--- src/rtl/branch_resolver.sv ---
// Branch-resolution stage around the external 32-bit comparator: registers one
// branch, samples the comparator, checks the prediction and hands the result to writeback.
module branch_resolver #(
    parameter int unsigned FLUSH_CYCLES = 2
) (
    input  logic        clock,
    input  logic        reset,
    input  logic        in_valid,
    output logic        in_ready,
    input  logic [31:0] in_pc,
    input  logic [31:0] in_offset,
    input  logic [31:0] in_a,
    input  logic [31:0] in_b,
    input  logic [2:0]  in_op,
    input  logic        in_pred_taken,
    output logic [31:0] cmp_a,
    output logic [31:0] cmp_b,
    output logic [2:0]  cmp_op,
    input  logic        cmp_out,
    output logic        redirect_valid,
    output logic [31:0] redirect_pc,
    output logic        flush,
    output logic        out_valid,
    input  logic        out_ready,
    output logic        out_taken,
    output logic [31:0] out_target,
    output logic [15:0] mispredict_count
);

    localparam logic [1:0] ST_IDLE    = 2'd0;
    localparam logic [1:0] ST_COMPARE = 2'd1;
    localparam logic [1:0] ST_RESOLVE = 2'd2;
    localparam logic [1:0] ST_HOLD    = 2'd3;

    localparam logic [3:0]  FLUSH_LOAD = 4'(FLUSH_CYCLES);
    localparam logic [15:0] COUNT_MAX  = 16'hFFFF;

    logic [1:0]  state_reg;
    logic [1:0]  state_next;

    logic [31:0] pc_reg;
    logic [31:0] offset_reg;
    logic [31:0] a_reg;
    logic [31:0] b_reg;
    logic [2:0]  op_reg;
    logic        pred_reg;

    logic        taken_reg;
    logic [31:0] target_reg;
    logic [3:0]  flush_cnt_reg;
    logic [15:0] mispredict_count_reg;

    logic        accept;
    logic        in_compare;
    logic        mispredict_now;
    logic [31:0] fallthrough_pc;
    logic [31:0] branch_pc;
    logic [31:0] resolved_target;

    assign accept     = (state_reg == ST_IDLE) && in_valid;
    assign in_compare = (state_reg == ST_COMPARE);

    // Both candidate targets are formed from registered operands; cmp_out only selects.
    assign fallthrough_pc  = pc_reg + 32'd4;
    assign branch_pc       = fallthrough_pc + (offset_reg << 2);
    assign resolved_target = cmp_out ? branch_pc : fallthrough_pc;
    assign mispredict_now  = in_compare && (cmp_out != pred_reg);

    always_comb begin
        state_next = state_reg;
        case (state_reg)
            ST_IDLE:    if (in_valid) state_next = ST_COMPARE;
            ST_COMPARE: state_next = ST_RESOLVE;
            ST_RESOLVE: state_next = out_ready ? ST_IDLE : ST_HOLD;
            ST_HOLD:    if (out_ready) state_next = ST_IDLE;
            default:    state_next = ST_IDLE;
        endcase
    end

    always_ff @(posedge clock) begin
        if (!reset) begin
            state_reg <= ST_IDLE;
        end else begin
            state_reg <= state_next;
        end
    end

    always_ff @(posedge clock) begin
        if (!reset) begin
            pc_reg     <= '0;
            offset_reg <= '0;
            a_reg      <= '0;
            b_reg      <= '0;
            op_reg     <= '0;
            pred_reg   <= 1'b0;
        end else if (accept) begin
            pc_reg     <= in_pc;
            offset_reg <= in_offset;
            a_reg      <= in_a;
            b_reg      <= in_b;
            op_reg     <= in_op;
            pred_reg   <= in_pred_taken;
        end
    end

    // Result registers only move at the end of COMPARE, so they hold through HOLD.
    always_ff @(posedge clock) begin
        if (!reset) begin
            taken_reg  <= 1'b0;
            target_reg <= '0;
        end else if (in_compare) begin
            taken_reg  <= cmp_out;
            target_reg <= resolved_target;
        end
    end

    // Loaded on the edge entering RESOLVE so flush rises together with redirect_valid.
    always_ff @(posedge clock) begin
        if (!reset) begin
            flush_cnt_reg <= '0;
        end else if (mispredict_now) begin
            flush_cnt_reg <= FLUSH_LOAD;
        end else if (flush_cnt_reg != 4'd0) begin
            flush_cnt_reg <= flush_cnt_reg - 4'd1;
        end
    end

    always_ff @(posedge clock) begin
        if (!reset) begin
            mispredict_count_reg <= '0;
        end else if (mispredict_now && (mispredict_count_reg != COUNT_MAX)) begin
            mispredict_count_reg <= mispredict_count_reg + 16'd1;
        end
    end

    // RESOLVE lasts exactly one cycle, which makes the redirect a single pulse.
    assign redirect_valid   = (state_reg == ST_RESOLVE) && (taken_reg != pred_reg);
    assign redirect_pc      = redirect_valid ? target_reg : 32'd0;

    assign in_ready         = (state_reg == ST_IDLE);
    assign out_valid        = (state_reg == ST_RESOLVE) || (state_reg == ST_HOLD);
    assign out_taken        = taken_reg;
    assign out_target       = target_reg;
    assign flush            = (flush_cnt_reg != 4'd0);
    assign mispredict_count = mispredict_count_reg;

    assign cmp_a  = a_reg;
    assign cmp_b  = b_reg;
    assign cmp_op = op_reg;

endmodule

--- config.mk ---
export PLATFORM = sky130hd
export DESIGN_NAME = branch_resolver
export DESIGN_NICKNAME = d
export VERILOG_FILES = /design/src/rtl/branch_resolver.sv
export SDC_FILE = /design/constraint.sdc
export NUM_CORES = 1
export LEC_CHECK = 0
export CAP_MARGIN = 15
export CORE_MARGIN = 2
export CORE_UTILIZATION = 52
export CTS_BUF_LIST = sky130_fd_sc_hd__clkbuf_4
export DETAILED_ROUTE_END_ITERATION = 8
export PLACE_DENSITY = 0.95
export SYNTH_ARGS = -nofsm -noshare
export SYNTH_HDL_FRONTEND = slang
export SYNTH_SLANG_ARGS = --single-unit
--- constraint.sdc ---
create_clock -name clock -period 10.85 [get_ports clock]
set_input_delay 2.17 -clock clock [delete_from_list [all_inputs] [get_ports clock]]
set_output_delay 2.17 -clock clock [all_outputs]
set_load 0.01 [all_outputs]
# Word level (Yosys, flattened, before mapping)

Cells that the tools add are included.

Bits in registers: 185
Bits in latches: 0
Bits in writable memories: 0
Bits in read-only memories: 0
Input bits: 137
Output and inout port bits: 152
Word-level logic and storage cells: 43
Memories: 0

Add/sub/neg operators: 4
Multiply operators: 0
Divide/modulo/power cells: 0
$lt $le $gt $ge: 0
Equal/unequal tests: 8
Shift-type cells: 0
Multiplexer cells: 8
Bitwise gates (word level): 1
Reductions and logical operators: 10

Operator list:

| operator                                         | number |
|---|---|
| 2-to-1 mux 32 bit                                | 2 |
| adder 32 x 3 -> 32 bit, second input constant    | 1 |
| adder 32 bit                                     | 1 |
| adder 16 x 1 -> 16 bit, second input constant    | 1 |
| inequality test 16 bit, second input constant    | 1 |
| 2-to-1 mux 2 bit                                 | 5 |
| one-hot mux 2 bit (4 select lines)               | 1 |
| == test 2 bit, second input constant             | 2 |
| logical AND 1 bit                                | 4 |
| inequality test 2 bit, second input constant     | 2 |
| nonzero test 4 bit                               | 1 |
| subtractor 4 x 1 -> 4 bit, second input constant | 1 |
| == test 2 x 1 -> 1 bit, second input constant    | 1 |
| logical NOT 2 bit                                | 1 |
| inequality test 1 bit                            | 2 |
| AND reduction 2 bit                              | 1 |
| nonzero test 2 bit                               | 1 |
| OR reduction 2 bit                               | 1 |
| logical OR 1 bit                                 | 1 |
| NOT 1 bit                                        | 1 |

# Longest topological paths before layout

Word-level depth: 3
Depth in mapped cells: 18
Mapped depth without buffers: 16

# Worst setup path after synthesis

Ideal clock, no wire load.

Path type: reg2reg
Start point: reg pc_reg[8]
End point: reg target_reg[31] (netlist: out_target[31])
Setup time: 0.067 ns
Arrival time: 3.762 ns
Data required time: 10.783 ns
Slack: 7.020 ns
Stages on the path, launching flop included: 19
Path buffers: 2
Period minus slack after synthesis: 3.830 ns
Cell sequence: dfxtp_1 > and4_4 > nand4_4 > or3b_1 > buf_6 > nor3_1 > nand2_1 > xnor2_1 > ha_1 > clkbuf_1 > a21oi_1 > o21bai_1 > a21o_1 > o21a_1 > and4_1 > a2111oi_0 > xnor2_1 > nand2_1 > a21oi_2

Word-level cells in the longest chain between the ends: 3

Ends and longest elaborated chain:

| what                       | RTL line | RTL |
|---|---|---|
| start, declared            | 41       | `logic [31:0] pc_reg;` |
| start signal, assigned     | 97       | `pc_reg <= in_pc;` |
| adder 32 x 3 -> 32 bit (*) | 64       | `assign fallthrough_pc = pc_reg + 32'd4;` |
| adder 32 bit               | 65       | `assign branch_pc = fallthrough_pc + (offset_reg << 2);` |
| 2-to-1 mux 32 bit (*)      | 66       | `assign resolved_target = cmp_out ? branch_pc : fallthrough_pc;` |
| end signal, assigned       | 113      | `target_reg <= resolved_target;` |
| end, declared              | 49       | `logic [31:0] target_reg;` |

Mark *: on every way between the ends. The rest lies on a longest branch, timed or not.
A chain may end at the register's enable or synchronous reset.

# Final worst setup path

Start point: reg taken_reg (netlist: out_taken)
End point: out redirect_pc[13]

Word-level cells in the longest chain between the ends: 3

Ends and longest elaborated chain:

| what                   | RTL line | RTL |
|---|---|---|
| start, declared        | 48       | `logic taken_reg;` |
| start signal, assigned | 112      | `taken_reg <= cmp_out;` |
| inequality test 1 bit  | 137      | `assign redirect_valid = (state_reg == ST_RESOLVE) && (taken_reg != pred_reg);` |
| logical AND 1 bit      | 137      |  |
| 2-to-1 mux 32 bit      | 138      | `assign redirect_pc = redirect_valid ? target_reg : 32'd0;` |
| end, declared          | 21       | `output logic [31:0] redirect_pc,` |

No other way between the ends.

==> results.yml <==
placement:
  dp_hpwl_um: 20200
  dpl_cell_area_mm2: 0.0120
  place_ws_ns: 5.75
  numPortBuffers: 286
  gp_routability_congestion: 0.945
cts:
  cts_hold_buf: 0
  cts_made_buffers: 17
  root_buffer: "clkbuf_4"
  ctsResizeCount: 0
  cts.sink_count: 185
  clock_latency_ns: 0.56
  cts_setup_buffers: 0
  clock_path_buffers: 2
  cts_tree: "built"
  htreeDepth: 4
  clk_pin_slew_ns: 0.16
power_and_ir_drop:
  power_uw: 1500
  ir_worst_vdd_uv: 88.2
  power.density_mw_per_mm2: 122
  power_leakage_uw: 0.00471
timing:
  layout_setup_ws_ns: 6.20
  slew_violations: 0
  fin_tns_setup_ns: 0
  grt_setup_unrepaired: "no"
  fin_crit_sh_pct: 42.9
  tightest_slew_ns: 1.06
  hold_violations: 0
  whs_ns: 0.465
  slew_headroom_pct: 29.5
  period_minus_slack_ns: 4.65
  timing.fmax_ghz: 0.215
  finClkSkew_ns: 0.0188
  setup_viol: 0
floorplan:
  ios: 289
  die_width_um: 136
  start_util_pct: 52.9
  die_area_mm2: 0.0186
  fp-row-count: 48
  die_h_um: 136
  core_mm2: 0.0172
synthesis:
  synth_edf_count: 0
  synth_cells: 1187
  ys_types: 57
  yosysSeqAreaShare_pct: 40.7
  synth.avg_cell_area_um2: 7.66
  syn-cell-area_mm2: 0.00909
  synth.yosys.warnings: 0
  ys_seq_elements: 185
  synth_fp_nets: 1363
  synthArstFlopShare_pct: 0
  ys.flop_type: "dfxtp_1"
global_routing:
  grt-ovfl-total: 0
  grt_max_degree: 104
  antenna_found_initial: 3
  grt_util_all_layers_pct: 29.1
  grt_pass1_wl_um: 43000
  grt_pass1_vias: 8915
outcome:
  status: "complete, no violations"
detailed_routing:
  wl_um: 27500
  vias: 9277
  dr.pass1.iters: 6
  routedWlPerCell_um: 16.5
  ant_nets: 0
  drt_iter0_drc: 593
  drc: 0
  vias_per_cell: 5.56
worst_setup_path:
  cp.required_ns: 8.68
  critPathBufInv: 2
  start_kind: "flip-flop"
  crit_type: "reg -> out"
  critPathTopFamily: "buffers and inverters"
  critPathCaptureType: "primary output"
  worstPathMaxFanout: 29
  crit_chain: "xnor2_1 > nor3b_2 > buf_4 > and2_1 > clkdlybuf4s50_1"
  slowest_delay_ns: 0.55
  slowest_stage: "clkdlybuf4s50_1"
  arrival_ns: 2.48
cells_and_area:
  layout_commonest_cell: "nand2_1"
  layout_common_cells: "nand2_1, clkdlybuf4s50_1, a21oi_1"
  fillers: 1339
  drive_above_1_share_pct: 3.75
  nNetsFinal: 1604
  design_area_mm2: 0.0123
  syn2layout_area_growth_pct: 35.7
run:
  cap_violations: 0
hold_path:
  holdCritPathClass: "reg -> reg"
path summary, 6_finish.rpt:
path                   from               to  slack, ns  cells after the start
hold / removal     cmp_b[9]         cmp_b[9]       0.46                      2
setup reg to reg  pc_reg[8]   out_target[31]       6.34                     16
setup / recovery  out_taken  redirect_pc[13]       6.20                      5
hold reg to reg    cmp_b[9]         cmp_b[9]       0.46                      2
worst reg2reg max path, cell delays in order (launching register included):
cell and delay (ns):
dfxtp_1 0.47, and4_4 0.29, nand4_4 0.13, or3b_1 0.51, nor3_1 0.40, nand3_1 0.15, xnor2_1 0.32, ha_1 0.37
inv_1 0.11, o21bai_1 0.08, a21o_1 0.22, o21a_1 0.20, and4_1 0.19, a2111oi_0 0.57, xnor2_1 0.20, nand2_1 0.11
a21oi_2 0.16
power by group:
| group | total, µW | internal [µW] | switching [µW] |
|---|---|---|---|
| registers | 767 | 727 | 39.8 |
| logic | 342 | 165 | 176 |
| clock network | 397 | 146 | 251 |
| total | 1500 | 1040 | 467 |
area by class of cell:
type	instances	area [µm²]	share of cell area (%)
inverter	14	55.1	0.446
tap	225	282	2.28
multi-input combinational	917	5070	41.1
timing repair buffer	293	2920	23.6
sequential	185	3700	30.0
antenna	3	7.51	0.0608
clock buffer	18	135	1.10
clock inverter	14	165	1.34
per-layer routing:
layer | vias up | wire, µm | GRT usage (%)
met4 | 0 | 1070 | 13.4
met2 | 395 | 13700 | 51.9
met3 | 74 | 2130 | 7.57
li1 | 4520 | - | -
met5 | - | 0 | 0
met1 | 4288 | 10600 | 32.4
cell families after synthesis:
family,synth area share (%)
DFF,40.7
and+or+nand+nor,24.5
buffers and inverters,3.63
AOI/OAI and AO/OA,19.0
adders and majority gates,5.45
muxes,0.564
xor gates and xnor gates,6.07
cells in the mapped netlist, drive strengths merged, types with 2 or more instances:
cell type,instances,area (µm²)
dfxtp,185,3700
inv,14,52.6
o221ai,5,43.8
nor4,4,25.0
nor2b,2,12.5
a311oi,3,26.3
and2,37,233
buf,2,18.8
o2111ai,2,17.5
and4,4,37.5
o21bai,4,30.0
a2111oi,2,17.5
a21o,16,120
o21a,7,52.6
or2,2,12.5
xor2,22,193
xnor2,41,359
mux2i,4,40.0
o31ai,3,22.5
nand2b,6,37.5
nand4,14,103
nor3b,2,15.0
and3,8,50.1
or3,9,61.3
o21ai,35,175
a31oi,9,56.3
nor2,45,169
o211ai,4,30.0
a211oi,8,60.1
a211o,3,26.3
a21oi,193,970
clkbuf,69,259
nand2,330,1240
nor3,17,85.1
nand3,23,115
ha,38,475
per-stage QoR:
| stage | std cells | utilization (%) |
|---|---|---|
| after global placement | 1634 | 70.0 |
| after detailed placement | 1634 | 70.0 |
| after CTS | 1666 | 71.8 |
| final | 1669 | 71.8 |
| after global routing | 1668 | 71.8 |
| after floorplan | 1187 | - |
Power figures use the tool's default switching activity.
